$ cat config.mk
export PLATFORM = sky130hd
export DESIGN_NAME = serdes_sync_gearbox
export DESIGN_NICKNAME = d
export VERILOG_FILES = /design/src/rtl/serdes_pkg.sv /design/src/rtl/serdes_sync_track.sv /design/src/rtl/serdes_sync_gearbox.sv
export SDC_FILE = /design/constraint.sdc
export NUM_CORES = 1
export LEC_CHECK = 0
export ABC_CLOCK_PERIOD_IN_PS = 5500
export CORE_MARGIN = 4
export CORE_UTILIZATION = 45
export CTS_CLUSTER_SIZE = 24
export DETAILED_ROUTE_END_ITERATION = 8
export PLACE_DENSITY = 0.81
export SKIP_CTS_REPAIR_TIMING = 1
export SYNTH_ARGS = -nofsm -noshare
export SYNTH_HDL_FRONTEND = slang
export SYNTH_SLANG_ARGS = --single-unit
export TNS_END_PERCENT = 10
$ cat constraint.sdc
create_clock -name clk -period 5.5 [get_ports clk]
set_input_delay 1.1 -clock clk [delete_from_list [all_inputs] [get_ports clk]]
set_output_delay 1.1 -clock clk [all_outputs]
set_load 0.01 [all_outputs]
$ cat src/rtl/serdes_pkg.sv
// Shared definitions for the 1x/4x sync tracker and the QPI serializing gearbox.
package serdes_pkg;

    typedef enum logic [1:0] {
        HUNT   = 2'd0,
        CHECK  = 2'd1,
        LOCKED = 2'd2
    } sync_state_t;

    localparam int PHASE_W   = 2;
    localparam int ERR_CNT_W = 8;
    // LOCK_COUNT and ERR_MAX are limited to 1..15, so 4 bits hold good/miss.
    localparam int CNT_W     = 4;

endpackage

$ cat src/rtl/serdes_sync_track.sv
// Locks onto the 1-in-4 sync strobe, tracks the slow-cycle phase and counts
// sync errors seen while locked.
module serdes_sync_track
    import serdes_pkg::*;
#(
    parameter int LOCK_COUNT = 4,
    parameter int ERR_MAX    = 2
) (
    input  logic                 clk,
    input  logic                 rst_n,
    input  logic                 i_sync,
    output logic [PHASE_W-1:0]   o_phase,
    output logic                 o_locked,
    output logic                 o_capture_en,
    output logic                 o_err_pulse,
    output logic [ERR_CNT_W-1:0] o_err_cnt,
    output sync_state_t          o_state
);

    localparam logic [CNT_W:0] LOCK_TGT = LOCK_COUNT[CNT_W:0];
    localparam logic [CNT_W:0] ERR_TGT  = ERR_MAX[CNT_W:0];

    sync_state_t           r_state;
    sync_state_t           w_state_nxt;
    logic [PHASE_W-1:0]    r_phase;
    logic [PHASE_W-1:0]    w_phase_nxt;
    logic [CNT_W-1:0]      r_good;
    logic [CNT_W-1:0]      w_good_nxt;
    logic [CNT_W-1:0]      r_miss;
    logic [CNT_W-1:0]      w_miss_nxt;
    logic [ERR_CNT_W-1:0]  r_err_cnt;
    logic                  r_err_pulse;
    logic                  w_err;
    logic                  w_at_slot;
    logic                  w_expected;
    logic                  w_missing;
    logic                  w_unexpected;
    logic [CNT_W:0]        w_good_inc;
    logic [CNT_W:0]        w_miss_inc;

    assign w_at_slot    = (r_phase == 2'd3);
    assign w_expected   = w_at_slot && i_sync;
    assign w_missing    = w_at_slot && !i_sync;
    assign w_unexpected = !w_at_slot && i_sync;
    assign w_good_inc   = {1'b0, r_good} + 5'd1;
    assign w_miss_inc   = {1'b0, r_miss} + 5'd1;

    always_comb begin
        w_state_nxt = r_state;
        w_phase_nxt = r_phase + 2'd1;
        w_good_nxt  = r_good;
        w_miss_nxt  = r_miss;
        w_err       = 1'b0;
        case (r_state)
            HUNT: begin
                if (i_sync) begin
                    w_phase_nxt = '0;
                    w_good_nxt  = 4'd1;
                    w_state_nxt = CHECK;
                end
            end
            CHECK: begin
                if (w_expected) begin
                    w_good_nxt = w_good_inc[CNT_W-1:0];
                    if (w_good_inc == LOCK_TGT) begin
                        w_state_nxt = LOCKED;
                        w_miss_nxt  = '0;
                    end
                end else if (w_missing) begin
                    w_state_nxt = HUNT;
                    w_good_nxt  = '0;
                end else if (w_unexpected) begin
                    w_phase_nxt = '0;
                    w_good_nxt  = 4'd1;
                end
            end
            LOCKED: begin
                // Phase is never touched here: a stray sync must not drag the lanes.
                if (w_expected) begin
                    w_miss_nxt = '0;
                end else if (w_missing || w_unexpected) begin
                    w_err = 1'b1;
                    if (w_miss_inc >= ERR_TGT) begin
                        w_state_nxt = HUNT;
                        w_good_nxt  = '0;
                        w_miss_nxt  = '0;
                    end else begin
                        w_miss_nxt = w_miss_inc[CNT_W-1:0];
                    end
                end
            end
            default: w_state_nxt = HUNT;
        endcase
    end

    always_ff @(posedge clk) begin
        if (!rst_n) begin
            r_state     <= HUNT;
            r_phase     <= '0;
            r_good      <= '0;
            r_miss      <= '0;
            r_err_cnt   <= '0;
            r_err_pulse <= 1'b0;
        end else begin
            r_state     <= w_state_nxt;
            r_phase     <= w_phase_nxt;
            r_good      <= w_good_nxt;
            r_miss      <= w_miss_nxt;
            r_err_pulse <= w_err;
            if (w_err && (r_err_cnt != 8'hFF)) begin
                r_err_cnt <= r_err_cnt + 8'd1;
            end
        end
    end

    assign o_phase      = r_phase;
    assign o_locked     = (r_state == LOCKED);
    assign o_capture_en = o_locked && w_at_slot;
    assign o_err_pulse  = r_err_pulse;
    assign o_err_cnt    = r_err_cnt;
    assign o_state      = r_state;

endmodule

$ cat src/rtl/serdes_sync_gearbox.sv
// Serializes one 4-lane slow-domain word into one DW-bit lane per fast clock,
// aligned to the tracked sync phase.
module serdes_sync_gearbox
    import serdes_pkg::*;
#(
    parameter int DW         = 4,
    parameter int LOCK_COUNT = 4,
    parameter int ERR_MAX    = 2
) (
    input  logic                 clk,
    input  logic                 rst_n,
    input  logic                 sync,
    input  logic [4*DW-1:0]      in_data,
    input  logic                 in_valid,
    output logic [DW-1:0]        out_data,
    output logic                 out_valid,
    output logic [PHASE_W-1:0]   out_phase,
    output logic                 locked,
    output logic                 err_pulse,
    output logic [ERR_CNT_W-1:0] err_cnt
);

    logic [PHASE_W-1:0] w_phase;
    logic               w_locked;
    logic               w_capture_en;
    sync_state_t        w_state;
    logic [4*DW-1:0]    r_hold;
    logic               r_hold_valid;
    logic [DW-1:0]      w_lane;

    serdes_sync_track #(
        .LOCK_COUNT (LOCK_COUNT),
        .ERR_MAX    (ERR_MAX)
    ) u_track (
        .clk          (clk),
        .rst_n        (rst_n),
        .i_sync       (sync),
        .o_phase      (w_phase),
        .o_locked     (w_locked),
        .o_capture_en (w_capture_en),
        .o_err_pulse  (err_pulse),
        .o_err_cnt    (err_cnt),
        .o_state      (w_state)
    );

    // Flushing the holding register outside LOCKED keeps a stale word from
    // reappearing after relock.
    always_ff @(posedge clk) begin
        if (!rst_n) begin
            r_hold       <= '0;
            r_hold_valid <= 1'b0;
        end else if (w_capture_en) begin
            r_hold       <= in_data;
            r_hold_valid <= in_valid;
        end else if (w_state != LOCKED) begin
            r_hold       <= '0;
            r_hold_valid <= 1'b0;
        end
    end

    always_comb begin
        w_lane = '0;
        for (int k = 0; k < 4; k++) begin
            if (w_phase == k[PHASE_W-1:0]) begin
                w_lane = r_hold[k*DW +: DW];
            end
        end
    end

    assign out_data  = w_locked ? w_lane : '0;
    assign out_valid = w_locked && r_hold_valid;
    assign out_phase = w_phase;
    assign locked    = w_locked;

endmodule

* Word-level counts from Yosys, hierarchy flattened
Cells that the tools add are included.
** Cells by class
- Reductions and logical operators :: 17
- Magnitude comparators :: 1
- Muxes and demuxes :: 39
- $add $sub $neg :: 4
- Eq/ne operators :: 18
** Operators by type and width (number)
- $mux 4 :: 17
- $mux 16 :: 2
- $mux 2 :: 11
- $pmux 4 s3 :: 1
- $reduce_and 6->1 :: 2
- $add 4x1->5 const B :: 2
- $ne 2x2->1 const B :: 5
- $add 8x1->8 const B :: 1
- $ne 8x8->1 const B :: 1
- $pmux 4 s2 :: 1
- $eq 2x2->1 const B :: 3
- $logic_and 1x1->1 :: 6
- $ne 3x3->1 const B :: 2
- $pmux 2 s3 :: 1
- $eq 5x3->1 const B :: 1
- $ge 5x2->1 const B :: 1
- $mux 1 :: 5
- $eq 2x1->1 const B :: 2
- $logic_not 2->1 :: 2
- $ne 2x1->1 const B :: 2
- $ne 4x1->1 const B :: 1
- $pmux 2 s2 :: 1
- $reduce_and 4->1 :: 1
- $reduce_bool 2->1 :: 2
- other kinds (5) :: 6
** Word-level totals
- Output and inout bits :: 17
- Input port bits :: 20
- Word-level logic and storage cells :: 87
- Register bits after elaboration :: 38

* Logic depth before layout (Yosys ltp)
Gate-level depths: netlist of run 1.
- Depth in word-level cells :: 8
- Mapped depth :: 9
- Gate-level depth less buffers :: 7

* Modules after synthesis
From an unflattened synthesis of run 1, not the netlist that was laid out.
** Second synthesis, totals
- Cells, all modules :: 188
- Area total of the unflattened synthesis :: 1886.8 sq um
** By module, submodules not included
- serdes_sync_track :: area an instance 1216.2 sq um, instances 1, cells an instance 132
- serdes_sync_gearbox :: area an instance 670.6 sq um, instances 1, cells an instance 56

* Least setup slack after synthesis of run 1
No wires, ideal clock.
- Path type :: reg-to-output
- From :: reg u_track.r_phase[0], in the netlist u_track.o_phase[0]
- To :: out out_data[1]
- Stages on the path, launching flop included :: 6
- Setup slack :: 3.028 ns
- Data arrival time :: 1.372 ns
- Data required time :: 4.400 ns
- Cells stage by stage :: dfxtp_1 ha_1 clkbuf_1 buf_2 o21ai_0 and2_1
** On the way
- Longest elaborated chain between the ends :: 6
- Elaborated cells between the ends (all ways) :: 9
- Classes of those cells :: eq/ne: 3; mux: 5; reduce/logical: 1
** Ends and longest elaborated chain
- from (decl) :: RTL line serdes_sync_track.sv:25 : logic [PHASE_W-1:0] r_phase;
- from (signal assigned) :: RTL line serdes_sync_track.sv:106 : r_phase <= w_phase_nxt;
- $logic_not 2->1 :: RTL line serdes_sync_gearbox.sv:64 : if (w_phase == k[PHASE_W-1:0]) begin
- $mux 4 (3 in series) :: RTL line serdes_sync_gearbox.sv:64
- $mux 4 (*) :: RTL line serdes_sync_gearbox.sv:64
- $mux 4 (*) :: RTL line serdes_sync_gearbox.sv:70 : assign out_data = w_locked ? w_lane : '0;
- to (decl) :: RTL line serdes_sync_gearbox.sv:15 : output logic [DW-1:0] out_data,
Every way passes the cells marked *; elsewhere a longest branch is shown, timed or not.

* Worst setup path after layout of run 1
- From :: reg u_track.r_phase[0], in the netlist u_track.o_phase[0]
- To :: out out_data[3]
The elaborated chain is that of the path after synthesis.

==> flow_results.xml, run 1 <==
<?xml version="1.0" encoding="UTF-8"?>
<metrics>
  <group name="logic_synthesis">
    <metric name="yosysMostFrequentCell" unit="">dfxtp_1</metric>
    <metric name="synth-seq-cells" unit="">38</metric>
    <metric name="synth_largest_area_cell" unit="">dfxtp_1</metric>
    <metric name="synth_area_per_cell" unit="um2">8.55</metric>
    <metric name="synth_area_leaders" unit="">dfxtp_1 39%, mux2i_1 11%, ha_1 9.1%, nor2_1 5.8%, nand2_1 4.1%</metric>
    <metric name="synthCells" unit="">226</metric>
    <metric name="synth_top_cells_by_count" unit="">38 x dfxtp_1, 30 x nor2_1, 21 x mux2i_1, 21 x nand2_1, 14 x ha_1</metric>
    <metric name="postSynth.asyncResetShare" unit="">0</metric>
    <metric name="post_synthesis_sequential_area_ratio" unit="">0.394</metric>
    <metric name="synth_cell_types" unit="">38</metric>
    <metric name="synth_flop_cell" unit="">dfxtp_1</metric>
    <metric name="synth_edf_count" unit="">0</metric>
    <metric name="netlist.area_leader.share" unit="">0.394</metric>
    <metric name="ys.warnings.count" unit="">0</metric>
    <metric name="netlist_area_before_placement" unit="um2">1930</metric>
    <metric name="synth_fp_nets" unit="">260</metric>
  </group>
  <group name="cts">
    <metric name="path_clk_slew" unit="ns">0.07</metric>
    <metric name="cts_max_level" unit="">2</metric>
    <metric name="tritoncts" unit="">done</metric>
    <metric name="cts_buffers" unit="">5</metric>
    <metric name="insertion_delay" unit="ns">0.29</metric>
    <metric name="ctsLongestPathBuffers" unit="">2</metric>
    <metric name="number_of_sinks_driven_by_the_clock_tree" unit="">38</metric>
    <metric name="clock_tree_root" unit="">clkbuf_8</metric>
  </group>
  <group name="setup_path">
    <metric name="critical_path.max_fanout" unit="">15</metric>
    <metric name="timing.critical_path.from_type" unit="">flop</metric>
    <metric name="crit_path_class" unit="">reg -&gt; out</metric>
    <metric name="crit_path_max_incr_delay" unit="ns">0.65</metric>
    <metric name="cp_data_arrival_time" unit="ns">2.48</metric>
    <metric name="cp_top_family" unit="">buffers and inverters</metric>
    <metric name="rr_startpoint" unit="">u_track.o_phase[0]</metric>
    <metric name="cp.required" unit="ns">4.40</metric>
    <metric name="crit_path_start" unit="">u_track.o_phase[0]</metric>
    <metric name="critPathSlowestCell" unit="">ha_1</metric>
    <metric name="reg2regPathDepth" unit="">7</metric>
    <metric name="rr_endpoint" unit="">u_track.r_good[3]</metric>
    <metric name="buffers_plus_inverters_on_the_worst_setup_path" unit="">2</metric>
    <metric name="slack_of_the_worst_reg_to_reg_path" unit="ns">2.90</metric>
    <metric name="worst_setup_path_end_kind" unit="">primary output</metric>
    <metric name="cp_cell_sequence" unit="">ha_1, buf_4, nand2_1, o21ai_0, and2_1, clkdlybuf4s50_1</metric>
  </group>
  <group name="min_path">
    <metric name="min_delay_path_depth" unit="">2</metric>
    <metric name="holdCritStartpoint" unit="">u_track.r_miss[3]</metric>
    <metric name="hold_path.class" unit="">reg -&gt; reg</metric>
    <metric name="hold_end" unit="">u_track.r_miss[3]</metric>
  </group>
  <group name="final_layout">
    <metric name="synthesis_to_finish_area_growth" unit="%">24.3</metric>
    <metric name="diodes" unit="">0</metric>
    <metric name="fillCellCount" unit="">396</metric>
    <metric name="final_nets" unit="">295</metric>
    <metric name="fraction_of_final_layout_cells_with_drive_strength_greater_than_1" unit="">0.0536</metric>
  </group>
  <group name="power_and_ir_drop">
    <metric name="powerDensity" unit="nW/um2">247</metric>
    <metric name="total_power" unit="mW">0.593</metric>
    <metric name="leakagePower" unit="nW">0.836</metric>
    <metric name="vdd.ir_drop.worst" unit="uV">141</metric>
  </group>
  <group name="timing">
    <metric name="slew_headroom" unit="">0.520</metric>
    <metric name="fin_skew" unit="ns">0.00723</metric>
    <metric name="tightestPinTransition" unit="ns">0.719</metric>
    <metric name="timing.final.max_slew_violations" unit="">0</metric>
    <metric name="time_the_final_worst_path_needs_with_i_o_delays_and_setup" unit="ns">3.58</metric>
    <metric name="min_period_over_period" unit="">0.651</metric>
    <metric name="setup_violations" unit="">0</metric>
    <metric name="unrepaired_setup_endpoints_after_global_routing" unit="">no</metric>
    <metric name="hold_violations" unit="">0</metric>
    <metric name="fmaxAchievable" unit="MHz">279</metric>
    <metric name="final_layout_setup_total_negative_slack" unit="ns">0</metric>
  </group>
  <group name="floorplanning">
    <metric name="area_of_the_core_region" unit="um2">4090</metric>
    <metric name="die-height" unit="um">73.5</metric>
    <metric name="core.rowCount" unit="">23</metric>
    <metric name="die_area" unit="um2">5410</metric>
    <metric name="floorplan.initialDensity" unit="">0.473</metric>
    <metric name="dieWidth" unit="um">73.5</metric>
    <metric name="boundaryPins" unit="">37</metric>
  </group>
  <group name="global_routing">
    <metric name="grt_use_total" unit="">0.154</metric>
    <metric name="grt_pass1_vias" unit="">1551</metric>
    <metric name="grt_first_pass_wirelength" unit="um">6520</metric>
    <metric name="grt_start_max_net_pins" unit="">18</metric>
    <metric name="antenna_violations_before_repair" unit="">0</metric>
    <metric name="grt_overflow_total" unit="">0</metric>
  </group>
  <group name="detailed_routing">
    <metric name="first_iter_violations" unit="">83</metric>
    <metric name="drtPass1Iterations" unit="">4</metric>
    <metric name="detail_route.vias_per_cell" unit="">5.22</metric>
    <metric name="drt.antenna.violating_nets" unit="">0</metric>
    <metric name="dr_total_vias" unit="">1623</metric>
    <metric name="drc_markers" unit="">0</metric>
    <metric name="route.detailed.wl_per_inst" unit="um">12.4</metric>
    <metric name="wl" unit="um">3860</metric>
  </group>
  <group name="status">
    <metric name="outcome" unit="">finished, final reports clean</metric>
  </group>
  <group name="placed_design">
    <metric name="dp_hpwl" unit="um">2760</metric>
    <metric name="portBuffers" unit="">36</metric>
    <metric name="weighted_congestion_reported_at_the_end_of_routability_driven_placement" unit="">0.815</metric>
  </group>
  <group name="flow_run">
    <metric name="drv_cap" unit="">0</metric>
  </group>
</metrics>
## sequential cells by signal, summed over array words and instances, names as in the netlist
signal / count
r_hold: 16
r_hold_valid: 1
u_track.o_err_cnt: 8
u_track.o_err_pulse: 1
u_track.o_phase: 2
u_track.o_state: 2
u_track.r_good: 4
u_track.r_miss: 4
## worst register-to-register path: cells and delay by family, from the launching register on
kind                     cells  cell delay (ns)
AO/OA/AOI/OAI                2             0.42
adder cells (fa/ha/maj)      2             1.08
flip-flops                   1             0.39
AND/OR/NAND/NOR              3             0.61
## layout make-up
type                            instances  area [um2]  share of cell area
Multi-Input combinational cell        166        1080               0.451
Sequential cell                        38         761               0.317
Timing Repair Buffer                   37         368               0.153
Clock buffer                            5        68.8              0.0286
Tap cell                               50        62.6              0.0260
Inverter                               13        48.8              0.0203
Clock inverter                          2        10.0             0.00416
## cells in the final DEF (no fill, tap or decap), types with 2 or more instances in the layout
cell              n
o21ai_0          13
o311ai_0          2
clkbuf_8          5
a21oi_1          13
nor2_1           30
and2_1            6
nand3_1           6
a31oi_1           4
and3_1            3
clkinv_2          2
nand3b_1          6
nand4_1           2
inv_1            12
mux2i_1          21
clkdlybuf4s50_1  36
nor4_1            2
nor3_1            2
nand2_1          21
a211oi_1          2
dfxtp_1          38
ha_1             14
xnor2_1           3
## stage by stage
step / util / worst slack [ns] / hold WS (ns) / instances / instance area (um2)
after floorplan: - / 3.03 / 0.415 / 226 / 1930
after global placement: 0.569 / 2.30 / 0.429 / 304 / 2320
after detailed placement: 0.569 / 2.23 / 0.430 / 304 / 2320
after CTS: 0.588 / 1.90 / 0.442 / 311 / 2400
after global routing: 0.588 / 1.78 / 0.480 / 311 / 2400
final: 0.588 / 1.92 / 0.438 / 311 / 2400
## cell families after synthesis
| logic type | synth area share |
|---|---|
| muxes | 0.109 |
| xor gates and xnor gates | 0.0136 |
| adders and majority gates | 0.0906 |
| and+or+nand+nor | 0.224 |
| buffers and inverters | 0.0453 |
| AOI/OAI and AO/OA | 0.124 |
| DFF | 0.394 |
## per-layer routing
layer,vias up,part of all wire,global-route usage,wire [um]
li1,849,-,-,-
met1,734,0.48,0.194,1860
met2,34,0.44,0.250,1700
met3,6,0.066,0.0492,253
met4,0,0.012,0.0483,47
met5,-,0,0,0
## how the worst max path moves through the flow
stage	cells past startpoint	slack [ns]	to
floorplan	5	3.03	out_data[1]
global placement	6	2.30	out_data[0]
detailed placement	6	2.23	out_data[0]
CTS	6	1.90	out_data[0]
global route	6	1.78	out_data[2]
finish	6	1.92	out_data[3]
## power breakdown
group | switching, mW | internal (mW)
logic | 0.0671 | 0.0559
registers | 0.00743 | 0.284
clock network | 0.0944 | 0.0850
total | 0.169 | 0.424
(Power assumes the default switching activity.)
==> run 2, diff against run 1 <==
Settings changed: ABC_CLOCK_PERIOD_IN_PS 5500 to 3700.
Clock period 5.5 ns to 3.7 ns, I/O delays scaled along.
==> run 2 against run 1 <==
- clock skew is 0.00061 ns lower
- final area increased by 0.99%
- register-to-register slack got worse by 2.0 ns
- critical path depth fell by 1
- hold slack better by 0.0078 ns
- routed wire length up 3.9%
- power is 53% higher
- critical path type unchanged
- sequential power up 49%
- sequential cell count unchanged
==> flow_results.xml, run 2 (same netlist as run 1, synthesis figures left out) <==
<?xml version="1.0" encoding="UTF-8"?>
<metrics>
  <group name="status">
    <metric name="outcome" unit="">finished, final reports clean</metric>
  </group>
  <group name="final_layout">
    <metric name="largest_reg_flops" unit="">16</metric>
    <metric name="biggest_register" unit="">r_hold</metric>
    <metric name="layout.cells.non_filler" unit="">313</metric>
    <metric name="fillCellCount" unit="">381</metric>
    <metric name="seqCellArea" unit="um2">761</metric>
    <metric name="diodes" unit="">0</metric>
    <metric name="mostFrequentLayoutCells" unit="">38 x dfxtp_1, 36 x clkdlybuf4s50_1, 30 x nor2_1, 21 x nand2_1, 21 x mux2i_1</metric>
    <metric name="layout_commonest_cell" unit="">dfxtp_1</metric>
    <metric name="fraction_of_final_layout_cells_with_drive_strength_greater_than_1" unit="">0.0608</metric>
    <metric name="multiInputGateArea" unit="um2">1080</metric>
    <metric name="synthesis_to_finish_area_growth" unit="%">25.6</metric>
    <metric name="final_nets" unit="">296</metric>
    <metric name="stdcell_area" unit="um2">2430</metric>
    <metric name="layout.core_utilization" unit="">0.594</metric>
  </group>
  <group name="setup_path">
    <metric name="worst_setup_path_end_kind" unit="">primary output</metric>
    <metric name="timing.critical_path.from_type" unit="">flop</metric>
    <metric name="critical_path.max_fanout" unit="">18</metric>
    <metric name="reg2regPathDepth" unit="">8</metric>
    <metric name="cp.required" unit="ns">2.96</metric>
    <metric name="cp_data_arrival_time" unit="ns">2.24</metric>
    <metric name="crit_path_class" unit="">reg -&gt; out</metric>
  </group>
  <group name="floorplanning">
    <metric name="dieWidth" unit="um">73.5</metric>
    <metric name="floorplan.initialDensity" unit="">0.473</metric>
    <metric name="die_area" unit="um2">5410</metric>
    <metric name="die-height" unit="um">73.5</metric>
    <metric name="boundaryPins" unit="">37</metric>
    <metric name="core.rowCount" unit="">23</metric>
    <metric name="area_of_the_core_region" unit="um2">4090</metric>
  </group>
  <group name="detailed_routing">
    <metric name="drtPass1Iterations" unit="">4</metric>
    <metric name="route.detailed.wl_per_inst" unit="um">12.8</metric>
    <metric name="drc_markers" unit="">0</metric>
    <metric name="first_iter_violations" unit="">58</metric>
    <metric name="wl" unit="um">4010</metric>
    <metric name="dr_total_vias" unit="">1639</metric>
    <metric name="detail_route.vias_per_cell" unit="">5.24</metric>
    <metric name="drt.antenna.violating_nets" unit="">0</metric>
  </group>
  <group name="cts">
    <metric name="cts_max_level" unit="">2</metric>
    <metric name="number_of_sinks_driven_by_the_clock_tree" unit="">38</metric>
    <metric name="cts_buffers" unit="">5</metric>
    <metric name="tritoncts" unit="">done</metric>
    <metric name="clock_tree_root" unit="">clkbuf_8</metric>
    <metric name="path_clk_slew" unit="ns">0.08</metric>
    <metric name="ctsLongestPathBuffers" unit="">2</metric>
    <metric name="insertion_delay" unit="ns">0.29</metric>
  </group>
  <group name="timing">
    <metric name="slew_headroom" unit="">0.496</metric>
    <metric name="time_the_final_worst_path_needs_with_i_o_delays_and_setup" unit="ns">2.98</metric>
    <metric name="timing.final.max_slew_violations" unit="">0</metric>
    <metric name="fin_skew" unit="ns">0.00662</metric>
    <metric name="hold_violations" unit="">0</metric>
    <metric name="setup_violations" unit="">0</metric>
    <metric name="unrepaired_setup_endpoints_after_global_routing" unit="">no</metric>
    <metric name="tightestPinTransition" unit="ns">0.756</metric>
    <metric name="final_layout_setup_total_negative_slack" unit="ns">0</metric>
    <metric name="fmaxAchievable" unit="MHz">336</metric>
    <metric name="min_period_over_period" unit="">0.804</metric>
  </group>
  <group name="global_routing">
    <metric name="groute.layer.met2.usage" unit="">0.267</metric>
    <metric name="grt_use_total" unit="">0.158</metric>
    <metric name="grt.busiest_layer" unit="">met2</metric>
    <metric name="grt_pass1_vias" unit="">1605</metric>
    <metric name="grt_overflow_total" unit="">0</metric>
    <metric name="grt_start_max_net_pins" unit="">19</metric>
    <metric name="grt_first_pass_wirelength" unit="um">6780</metric>
    <metric name="met3_usage" unit="">0.0465</metric>
    <metric name="antenna_violations_before_repair" unit="">0</metric>
    <metric name="grt.met1_usage" unit="">0.191</metric>
  </group>
  <group name="min_path">
    <metric name="hold_path.class" unit="">reg -&gt; reg</metric>
    <metric name="min_delay_path_depth" unit="">2</metric>
  </group>
  <group name="placed_design">
    <metric name="portBuffers" unit="">36</metric>
    <metric name="placedCellCount" unit="">305</metric>
    <metric name="weighted_congestion_reported_at_the_end_of_routability_driven_placement" unit="">0.799</metric>
    <metric name="dp_hpwl" unit="um">2990</metric>
    <metric name="placement.cell_area" unit="um2">2330</metric>
  </group>
  <group name="power_and_ir_drop">
    <metric name="leakagePower" unit="nW">0.844</metric>
    <metric name="powerDensity" unit="nW/um2">374</metric>
    <metric name="vdd.ir_drop.worst" unit="uV">277</metric>
  </group>
  <group name="flow_run">
    <metric name="drv_cap" unit="">0</metric>
  </group>
</metrics>
[run 2: cell count changes in the layout (fill, tap and decap cells not counted), sizes merged]
| cell | change |
|---|---|
| clkbuf | +1 |
| buf | +1 |
| clkinv | -1 |
| clkinvlp | +1 |
[run 2: metal layers]
metal  share of wire  routed length (um)
met3           0.063                 251
met2            0.47                1890
met1            0.46                1840
met4          0.0077                  31
met5               0                   0
[run 2: path summary, 6_finish.rpt]
path,endpoint,startpoint,slack [ns]
hold / removal,u_track.r_miss[3],u_track.r_miss[3],0.45
hold reg to reg,u_track.r_miss[3],u_track.r_miss[3],0.45
setup / recovery,out_data[1],u_track.o_phase[0],0.72
setup reg to reg,u_track.r_good[1],u_track.o_phase[0],0.91
[run 2: worst max-delay path: stages (launching register included)]
cell             delay (ns)
dfxtp_1                0.40
ha_1                   0.67
nand2_1                0.12
o21ai_0                0.09
and2_1                 0.14
clkdlybuf4s50_1        0.53
[run 2: power by group]
group          total, mW  internal (mW)  switching [mW]
clock              0.292          0.150           0.143
combinational      0.183         0.0832           0.100
sequential         0.434          0.421          0.0121
total              0.909          0.654           0.255
[run 2: area by class of cell]
| class | instances | area share |
|---|---|---|
| timing repair buffer | 38 | 0.155 |
| tap | 50 | 0.0258 |
| multi-input combinational | 166 | 0.447 |
| sequential | 38 | 0.313 |
| inverter | 13 | 0.0201 |
| clock inverter | 2 | 0.00515 |
| clock buffer | 6 | 0.0340 |
[run 2: through the flow]
step	power [mW]	setup WS, ns	hold slack (ns)
5_1_grt	0.961	0.505	0.465
4_1_cts	0.918	0.688	0.453
6_report	0.909	0.724	0.445
2_1_floorplan	0.565	1.59	0.415
3_3_place_gp	0.619	0.970	0.435
3_5_place_dp	0.624	0.879	0.440
